## config.mk

```make
export PLATFORM = sky130hd
export DESIGN_NAME = wb_dcache_victim_ctrl
export DESIGN_NICKNAME = d
export VERILOG_FILES = /design/src/rtl/wb_dcache_victim_ctrl_pkg.sv /design/src/rtl/wb_dcache_victim_ctrl_flush_walker.sv /design/src/rtl/wb_dcache_victim_ctrl.sv
export SDC_FILE = /design/constraint.sdc
export NUM_CORES = 1
export LEC_CHECK = 0
export BUFFER_PORTS_ARGS = -buffer_cell sky130_fd_sc_hd__buf_4
export CELL_PAD_IN_SITES_DETAIL_PLACEMENT = 2
export CELL_PAD_IN_SITES_GLOBAL_PLACEMENT = 2
export CORE_ASPECT_RATIO = 0.5
export CORE_MARGIN = 5
export CORE_UTILIZATION = 25
export CTS_CLUSTER_DIAMETER = 50
export DETAILED_ROUTE_END_ITERATION = 8
export GPL_ROUTABILITY_DRIVEN = 0
export HOLD_SLACK_MARGIN = 0.05
export PLACE_DENSITY_LB_ADDON = 0.08
export RECOVER_POWER = 25
export SKIP_LAST_GASP = 1
export SLEW_MARGIN = 20
export SYNTH_ARGS = -nofsm -noshare
export SYNTH_HDL_FRONTEND = slang
export SYNTH_SLANG_ARGS = --single-unit
```

## constraint.sdc

```tcl
create_clock -name clk -period 1.67 [get_ports clk]
set_input_delay 0.2505 -clock clk [delete_from_list [all_inputs] [get_ports clk]]
set_output_delay 0.2505 -clock clk [all_outputs]
set_load 0.005 [all_outputs]
```

## src/rtl/wb_dcache_victim_ctrl_pkg.sv

```systemverilog
// Shared definitions for the write-back dcache / victim cache controller:
// FSM state encoding, default geometry and the perf event bundle.
package wb_dcache_victim_ctrl_pkg;

  localparam int unsigned DCACHE_IDX_BITS = 5;
  localparam int unsigned DCACHE_SETS     = 1 << DCACHE_IDX_BITS;

  typedef enum logic [3:0] {
    S_IDLE,
    S_PROBE,
    S_WRITE,
    S_WRBACK,
    S_VSWAP,
    S_ALLOC_PUSH,
    S_ALLOC_RD,
    S_FLUSH_RD,
    S_FLUSH_CHK,
    S_FLUSH_WB,
    S_FLUSH_DONE
  } type_dcache_ctrl_state_e;

  typedef struct packed {
    logic hit;
    logic miss;
    logic victim_hit;
    logic wrback;
  } dcache_perf_evt_t;

endpackage

```

## src/rtl/wb_dcache_victim_ctrl_flush_walker.sv

```systemverilog
// Flush set-index walker: index register with clear/increment from the
// controller FSM and a last-set flag.
module dcache_flush_walker
  import wb_dcache_victim_ctrl_pkg::*;
#(
  parameter int unsigned IDX_BITS = DCACHE_IDX_BITS,
  parameter int unsigned SETS     = DCACHE_SETS
) (
  input  logic                clk,
  input  logic                rst,
  input  logic                inc_i,
  input  logic                clr_i,
  output logic [IDX_BITS-1:0] idx_o,
  output logic                last_o
);

  logic [IDX_BITS-1:0] idx_q, idx_d;

  always_comb begin
    idx_d = idx_q;
    if (clr_i)      idx_d = '0;
    else if (inc_i) idx_d = idx_q + 1'b1;
  end

  always_ff @(posedge clk or posedge rst) begin
    if (rst) idx_q <= '0;
    else     idx_q <= idx_d;
  end

  assign idx_o  = idx_q;
  assign last_o = (idx_q == IDX_BITS'(SETS - 1));

endmodule

```

## src/rtl/wb_dcache_victim_ctrl.sv

```systemverilog
// Write-back dcache + victim cache controller FSM (probe, swap, write-back,
// allocate, flush). Optional perf counters under `DCACHE_PERF_CNT_EN.
module wb_dcache_victim_ctrl #(
  parameter int unsigned DCACHE_IDX_BITS = wb_dcache_victim_ctrl_pkg::DCACHE_IDX_BITS,
  parameter int unsigned CNT_WIDTH       = 32
) (
  input  logic                       clk,
  input  logic                       rst,
  input  logic                       lsummu2dcache_req_i,
  input  logic                       lsummu2dcache_wr_i,
  output logic                       dcache2lsummu_ack_o,
  input  logic                       dcache_flush_i,
  output logic                       dcache_flush_ack_o,
  input  logic                       cache_hit_i,
  input  logic                       cache_evict_req_i,
  input  logic                       dcache_valid_i,
  input  logic                       victim_hit_i,
  output logic                       cache_wr_o,
  output logic                       cache_line_wr_o,
  output logic                       cache_line_clean_o,
  output logic                       cache_wrb_req_o,
  output logic [DCACHE_IDX_BITS-1:0] evict_index_o,
  output logic                       write_to_victim_o,
  output logic                       write_from_victim_o,
  output logic                       lsu_victim_mux_sel_o,
  output logic                       dcache2mem_req_o,
  output logic                       dcache2mem_wr_o,
  input  logic                       mem2dcache_ack_i
`ifdef DCACHE_PERF_CNT_EN
  ,
  output logic [CNT_WIDTH-1:0]       hit_cnt_o,
  output logic [CNT_WIDTH-1:0]       miss_cnt_o,
  output logic [CNT_WIDTH-1:0]       victim_hit_cnt_o,
  output logic [CNT_WIDTH-1:0]       wrback_cnt_o
`endif
);

  import wb_dcache_victim_ctrl_pkg::*;

  if (CNT_WIDTH == 0) begin : g_cnt_width_chk
    $error("CNT_WIDTH must be nonzero");
  end

  type_dcache_ctrl_state_e state_q, state_d;
  logic victim_q, victim_d;
  logic walk_inc, walk_clr, walk_last;

  dcache_flush_walker #(
    .IDX_BITS (DCACHE_IDX_BITS),
    .SETS     (2 ** DCACHE_IDX_BITS)
  ) u_walker (
    .clk    (clk),
    .rst    (rst),
    .inc_i  (walk_inc),
    .clr_i  (walk_clr),
    .idx_o  (evict_index_o),
    .last_o (walk_last)
  );

  always_comb begin
    state_d              = state_q;
    victim_d             = victim_q;
    walk_inc             = 1'b0;
    walk_clr             = 1'b0;
    dcache2lsummu_ack_o  = 1'b0;
    dcache_flush_ack_o   = 1'b0;
    cache_wr_o           = 1'b0;
    cache_line_wr_o      = 1'b0;
    cache_line_clean_o   = 1'b0;
    cache_wrb_req_o      = 1'b0;
    write_to_victim_o    = 1'b0;
    write_from_victim_o  = 1'b0;
    lsu_victim_mux_sel_o = 1'b0;
    dcache2mem_req_o     = 1'b0;
    dcache2mem_wr_o      = 1'b0;
    unique case (state_q)
      S_IDLE: begin
        if (dcache_flush_i)           state_d = S_FLUSH_RD;
        else if (lsummu2dcache_req_i) state_d = S_PROBE;
      end
      S_PROBE: begin
        if (cache_hit_i) begin
          if (lsummu2dcache_wr_i) state_d = S_WRITE;
          else begin
            dcache2lsummu_ack_o = 1'b1;
            state_d             = S_IDLE;
          end
        end else begin
          victim_d = victim_hit_i;
          if (cache_evict_req_i) state_d = S_WRBACK;
          else if (victim_hit_i) state_d = S_VSWAP;
          else                   state_d = S_ALLOC_PUSH;
        end
      end
      S_WRITE: begin
        cache_wr_o          = 1'b1;
        dcache2lsummu_ack_o = 1'b1;
        state_d             = S_IDLE;
      end
      S_WRBACK: begin
        dcache2mem_req_o = 1'b1;
        dcache2mem_wr_o  = 1'b1;
        cache_wrb_req_o  = 1'b1;
        if (mem2dcache_ack_i) begin
          cache_line_clean_o = 1'b1;
          state_d            = victim_q ? S_VSWAP : S_ALLOC_PUSH;
        end
      end
      S_VSWAP: begin
        write_to_victim_o   = dcache_valid_i;
        write_from_victim_o = 1'b1;
        if (lsummu2dcache_wr_i) state_d = S_PROBE;
        else begin
          lsu_victim_mux_sel_o = 1'b1;
          dcache2lsummu_ack_o  = 1'b1;
          state_d              = S_IDLE;
        end
      end
      S_ALLOC_PUSH: begin
        write_to_victim_o = dcache_valid_i;
        state_d           = S_ALLOC_RD;
      end
      S_ALLOC_RD: begin
        dcache2mem_req_o = 1'b1;
        if (mem2dcache_ack_i) begin
          cache_line_wr_o = 1'b1;
          state_d         = S_PROBE;
        end
      end
      S_FLUSH_RD: state_d = S_FLUSH_CHK;
      S_FLUSH_CHK: begin
        if (cache_evict_req_i) state_d = S_FLUSH_WB;
        else begin
          walk_inc = !walk_last;
          state_d  = walk_last ? S_FLUSH_DONE : S_FLUSH_RD;
        end
      end
      S_FLUSH_WB: begin
        dcache2mem_req_o = 1'b1;
        dcache2mem_wr_o  = 1'b1;
        cache_wrb_req_o  = 1'b1;
        if (mem2dcache_ack_i) begin
          cache_line_clean_o = 1'b1;
          walk_inc           = !walk_last;
          state_d            = walk_last ? S_FLUSH_DONE : S_FLUSH_RD;
        end
      end
      S_FLUSH_DONE: begin
        dcache_flush_ack_o = 1'b1;
        walk_clr           = 1'b1;
        state_d            = S_IDLE;
      end
      default: state_d = S_IDLE;
    endcase
  end

  always_ff @(posedge clk or posedge rst) begin
    if (rst) begin
      state_q  <= S_IDLE;
      victim_q <= 1'b0;
    end else begin
      state_q  <= state_d;
      victim_q <= victim_d;
    end
  end

`ifdef DCACHE_PERF_CNT_EN
  dcache_perf_evt_t          evt;
  logic [3:0]                evt_v;
  logic                      reprobe_q;
  logic [CNT_WIDTH-1:0]      cnt_q [4];

  // A PROBE entered from anywhere but IDLE is a re-probe after fill/swap.
  always_comb begin
    evt            = '0;
    evt.hit        = (state_q == S_PROBE) && !reprobe_q && cache_hit_i;
    evt.miss       = (state_q == S_PROBE) && !reprobe_q && !cache_hit_i;
    evt.victim_hit = evt.miss && victim_hit_i;
    evt.wrback     = ((state_q == S_WRBACK) || (state_q == S_FLUSH_WB)) && mem2dcache_ack_i;
  end
  assign evt_v = evt;

  always_ff @(posedge clk or posedge rst) begin
    if (rst) reprobe_q <= 1'b0;
    else     reprobe_q <= (state_d == S_PROBE) && (state_q != S_IDLE);
  end

  for (genvar g = 0; g < 4; g++) begin : g_perf_cnt
    always_ff @(posedge clk or posedge rst) begin
      if (rst)                         cnt_q[g] <= '0;
      else if (evt_v[g] && !(&cnt_q[g])) cnt_q[g] <= cnt_q[g] + 1'b1;
    end
  end

  assign hit_cnt_o        = cnt_q[3];
  assign miss_cnt_o       = cnt_q[2];
  assign victim_hit_cnt_o = cnt_q[1];
  assign wrback_cnt_o     = cnt_q[0];
`endif

  logic lsu_busy;
  assign lsu_busy = (state_q == S_PROBE) || (state_q == S_WRITE) || (state_q == S_WRBACK) ||
                    (state_q == S_VSWAP) || (state_q == S_ALLOC_PUSH) || (state_q == S_ALLOC_RD);

  a_req_held: assert property (@(posedge clk) disable iff (rst)
    lsu_busy |-> lsummu2dcache_req_i);

  a_one_ram_write: assert property (@(posedge clk) disable iff (rst)
    $onehot0({cache_wr_o, cache_line_wr_o, write_from_victim_o}));

endmodule

```

Word level (Yosys, flattened, before mapping). Index checks and enable logic that the tools add are counted. Widths: inputs -> output; s select.

Add/subtract/negate cells: 1. Equality and inequality tests: 15. Muxes and demuxes: 32. Bitwise operators: 1. Reduce and logical (&&, ||, !) cells: 8.

Operator list (count): $pmux 4 s9 (1); $mux 4 (8); $mux 1 (17); $eq 4x3->1 const B (4); $eq 4x4->1 const B (3); $mux 5 (2); $eq 4x2->1 const B (2); $ne 2x2->1 const B (3); $add 5x1->5 const B (1); $eq 5x5->1 const B (1); $eq 4x1->1 const B (1); $logic_not 4->1 (1); $reduce_and 4->1 (1); $reduce_or 2->1 (2); $mux 3 (1); $ne 3x3->1 const B (1); $pmux 1 s3 (1); $reduce_or 3->1 (1); $mux 2 (1); $pmux 1 s2 (1); $reduce_and 2->1 (1); $reduce_bool 2->1 (1); $logic_not 1->1 (1); $not 1->1 (1).

Flip-flop bits (word level): 10. Bits of input ports: 10. Output and inout port bits: 16. Logic and storage cells: 60.

Logic depth before layout (Yosys ltp).
Depth in word-level cells: 6. Depth in mapped cells: 6. Depth with buffers taken out: 6.

Modules after synthesis. From an unflattened synthesis, not the netlist that was laid out.

Cell total of the unflattened synthesis: 99. Area total of the unflattened synthesis: 895.9 µm².

Modules (own cells, without submodules): wb_dcache_victim_ctrl (instances 1, cells each 76, area an instance 614.3 µm², seq. area each 125.1 µm²); dcache_flush_walker (instances 1, cells each 23, area an instance 281.5 µm², seq. area each 125.1 µm²).

Least setup slack after synthesis. OpenSTA, ideal clock, no wires.

Path kind: register to register. Start: register u_walker.idx_q[0] (netlist: u_walker.idx_o[0]). End: register u_walker.idx_q[3] (netlist: u_walker.idx_o[3]). Setup time: 0.125 ns. Arrival: 1.714 ns. Data required time: 1.545 ns. Setup slack: -0.169 ns. Cell stages (with the launch flop): 7. Path buffers: 0. Period minus slack after synthesis: 1.839 ns. Cells stage by stage: dfrtp_1 > ha_1 > and3_1 > ha_1 > nor4_4 > nand4_1 > mux2i_1.

Longest elaborated chain between the ends: 5. Elaborated cells between the ends (all ways): 9. Those cells by class: add/sub: 1; eq/ne: 1; mux: 5; reduce/logical: 2.

Ends and longest elaborated chain: from (decl) (line wb_dcache_victim_ctrl_flush_walker.sv:17) `logic [IDX_BITS-1:0] idx_q, idx_d;`; from (signal assigned) (line wb_dcache_victim_ctrl_flush_walker.sv:27) `else idx_q <= idx_d;`; branches (longest 5 deep; another with $add 5x1->5).

Several ways; the timed one is not identified. The select of a mux whose other input is x is not followed. A chain may end at the register's enable or synchronous reset.

Worst setup path in the final report.
Start: register state_q[2]. End: register u_walker.idx_q[0] (netlist: u_walker.idx_o[0]).

Longest elaborated chain between the ends: 3. Elaborated cells between the ends (all ways): 7. Those cells by class: eq/ne: 3; mux: 3; reduce/logical: 1.

Ends and longest elaborated chain: from (decl) (line wb_dcache_victim_ctrl.sv:44) `type_dcache_ctrl_state_e state_q, state_d;`; from (signal assigned) (line wb_dcache_victim_ctrl.sv:162) `state_q <= state_d;`; $eq 4x4->1 (line wb_dcache_victim_ctrl.sv:76) `unique case (state_q)`; $pmux 1 s2 / $mux 1 (equally long branches) (line wb_dcache_victim_ctrl.sv:76); $reduce_bool 2->1 (no source line) / $mux 5 (equally long branches).

Parallel ways exist; a longest one is shown, timed or not.

==> qor.txt <==
Row Count = 14
Setup_tns = -268 ps
Port buffer count = 25
Post-Route WL = 3420 µm
H-tree depth = 1
Power per cell area = 1670 mW/mm²
Root buf cell = clkbuf_8
Primary FF master, synth = dfrtp_1
Status = complete, but fails checks
Reg2reg path depth = 4
Clk_skew = 4.34 ps
Failing checks = setup timing
Ports = 26
Critical Path End = u_walker.idx_o[0]
R2R Path End = u_walker.idx_o[0]
CP cell instances = or3b_4 -> nor4_4 -> buf_4 -> mux2i_1
Slowest-stage cell, CP = or3b_4
Finished layout cell area = 0.00138 mm²
MaxCap Viol Count = 0
WS Path Type = reg2reg
Clock-pin slew on the worst setup and hold paths = 50 ps
Drt via density = 5.14
Register-to-register path setup slack = -70 ps
Post-synthesis register bit count = 10
Core area = 0.00308 mm²
Diode count = 0
Fraction of registers with async set/reset = 100%
Critical R2R Launch = state_q[2]
Unrepaired setup endpoints after global routing = true
Synth Area in Adders = 3.03%
Die Y = 50.6 µm
Crit. End Element = register
Final net count = 161
Syn-to-layout area delta = 66.8%
Synth Area in Simple Gates = 35.5%
Setup-failing EPs final = 9
Peak supply drop = 0.766 mV
Crit-path max FO = 5
First-pass GRT wire length = 5190 µm
Clk sinks = 10
Grt ovf = 0
CP arrival = 1890 ps
Syn Inst Count = 101
Starting Density = 26.7%
Fmax = 0.576 GHz
Final Hold Viols = 0
Main area contributors after synthesis = dfrtp_1 (30%), nand2b_1 (5.3%), a21oi_1 (4.2%), nand2_1 (4.1%), nor4_1 (3.8%)
Critical Path RT = 1830 ps
Max-slew violation count = 0
Leakage = 0.613 nW
Routed len/inst = 18.2 µm
Max clock buf depth = 2
First-pass DRT Iterations = 4
Synth area leader = dfrtp_1
Dominant cell by count in the synthesized netlist = dfrtp_1
Initial antenna violation count = 0
Die Wd = 91.2 µm
DP Area = 0.00115 mm²
Critical Path Start = state_q[2]
Post-synthesis mux area share = 5.01%
Share of the synthesized area in the top cell type = 30.3%
Final worst slack = -65.9 ps
Remaining DRCs = 0
Largest family of logic cells by synthesized area = simple AND/OR/NAND/NOR gates
Largest net degree at the start of global routing = 17
Average size of a mapped cell = 8.16 µm²
DR iter-0 viols = 40
Commonest cells post-synth = dfrtp_1 (10), nand2_1 (9), a21oi_1 (7), nand2b_1 (7), o21ai_0 (6)
Vias in the first global route = 1024
Slew @ Worst Pin = 522 ps
CTS tree = yes
Routed Antenna Nets = 0
Synth warn = 0
Post-synth EDFFs = 0
Layout cells sized above 1 = 49.3%
CTS buffer count = 3
Vias = 967
Crit path time final = 1740 ps
Synth Net Count = 113
Post-synth cell types = 38
Sequential element share of the synthesized area = 30.3%
Hold Crit Class = in2reg
Die area = 0.00462 mm²
Netlist Area Pre-Place = 825 µm²
Final worst-path cycle share = 104%
Compound-Gate Fraction of Synth Area = 17.9%
Critical path launch point type = register
Crit-path max cell delay = 440 ps
Normalized max-slew margin = 65.2%
Clk_lat worst skew = 240 ps
Post-Synth XOR/XNOR Area = 2.12%
Tot GR Track Use = 14.1%
DP Wirelength = 2310 µm
## final cells by class
| type | instances | area, µm² |
|---|---|---|
| Clock buffer | 4 | 55.1 |
| Multi-Input combinational cell | 80 | 603 |
| Inverter | 4 | 15.0 |
| Tap cell | 40 | 50.0 |
| Fill cell | 341 | 1710 |
| Timing Repair Buffer | 50 | 402 |
| Sequential cell | 10 | 250 |
## metal layers
metal | vias up | wire (µm) | GRT usage (%)
met3 | 8 | 140 | 2.24
met4 | 0 | 68 | 7.07
met2 | 30 | 1580 | 22.6
met1 | 467 | 1620 | 18.6
met5 | - | 0 | 0
li1 | 462 | - | -
## worst min-delay path by stage
stage / startpoint / slack (ps) / end / cells past startpoint
3_3_place_gp: rst / 250 / u_walker.idx_o[1] / 2
5_1_grt: victim_hit_i / 270 / victim_q / 2
3_5_place_dp: rst / 260 / u_walker.idx_o[1] / 2
2_1_floorplan: rst / 90 / state_q[0] / 1
6_report: victim_hit_i / 270 / victim_q / 2
4_1_cts: victim_hit_i / 260 / victim_q / 2
## through the flow
step | cells | worst slack, ps | util (%) | total power, W | hold WS (ps)
after floorplan | 101 | -5.12 | - | 0.00109 | 90.7
after detailed placement | 173 | -20.8 | 37.2 | 0.00169 | 258
after global placement | 173 | 59.4 | 37.2 | 0.00166 | 249
after global routing | 188 | -153 | 44.6 | 0.00249 | 268
after CTS | 186 | -29.2 | 42.4 | 0.00217 | 262
final | 188 | -65.9 | 44.6 | 0.00229 | 267
## power breakdown
group          switching (W)  total, W  leakage, nW  internal [W]
Combinational       0.000723   0.00151        0.463      0.000791
Clock              0.0000986  0.000306       0.0288      0.000208
Sequential          0.000119  0.000470        0.122      0.000351
## registers in the layout, summed over array words and instances, names as in the netlist
name,flops
state_q,4
victim_q,1
u_walker.idx_o,5
## what timing repair did
action	in CTS	in global routing
endpoints found under the setup margin	7	14
endpoints found under the hold margin	10	0
buffers inserted	8	2
cloned	0	0
hold buffers	1	0
resized for setup	10	11
pin swaps	3	6
## critical path: cells and delay by family, from the launching register on
kind          cells  cell delay, ps
buf+inv           1             200
mux               1             190
simple gates      2             830
flops             1             430
## layout by cell type, fill, tap and decap left out, types with 2 or more instances in the layout
cell type and count:
a21oi_1 6, a31oi_1 3, buf_4 44, buf_6 3, clkbuf_8 4, dfrtp_1 10, inv_1 3, mux2i_1 3
nand2_1 8, nand2b_1 6, nand3b_1 2, nor2_1 4, nor2b_1 2, nor3_1 5, nor3b_1 2, nor4_1 4
o21ai_0 3, o21ai_1 2, o22ai_1 2, o2bb2ai_1 2, or3b_4 2
## kinds of logic after synthesis
logic type | after synthesis
AO/OA/AOI/OAI | 24
flip-flops | 10
multiplexers | 4
AND/OR/NAND/NOR | 48
buffers and inverters | 11
XOR/XNOR | 2
adder cells (fa/ha/maj) | 2
Note: power is estimated with default switching activity, not from simulation.
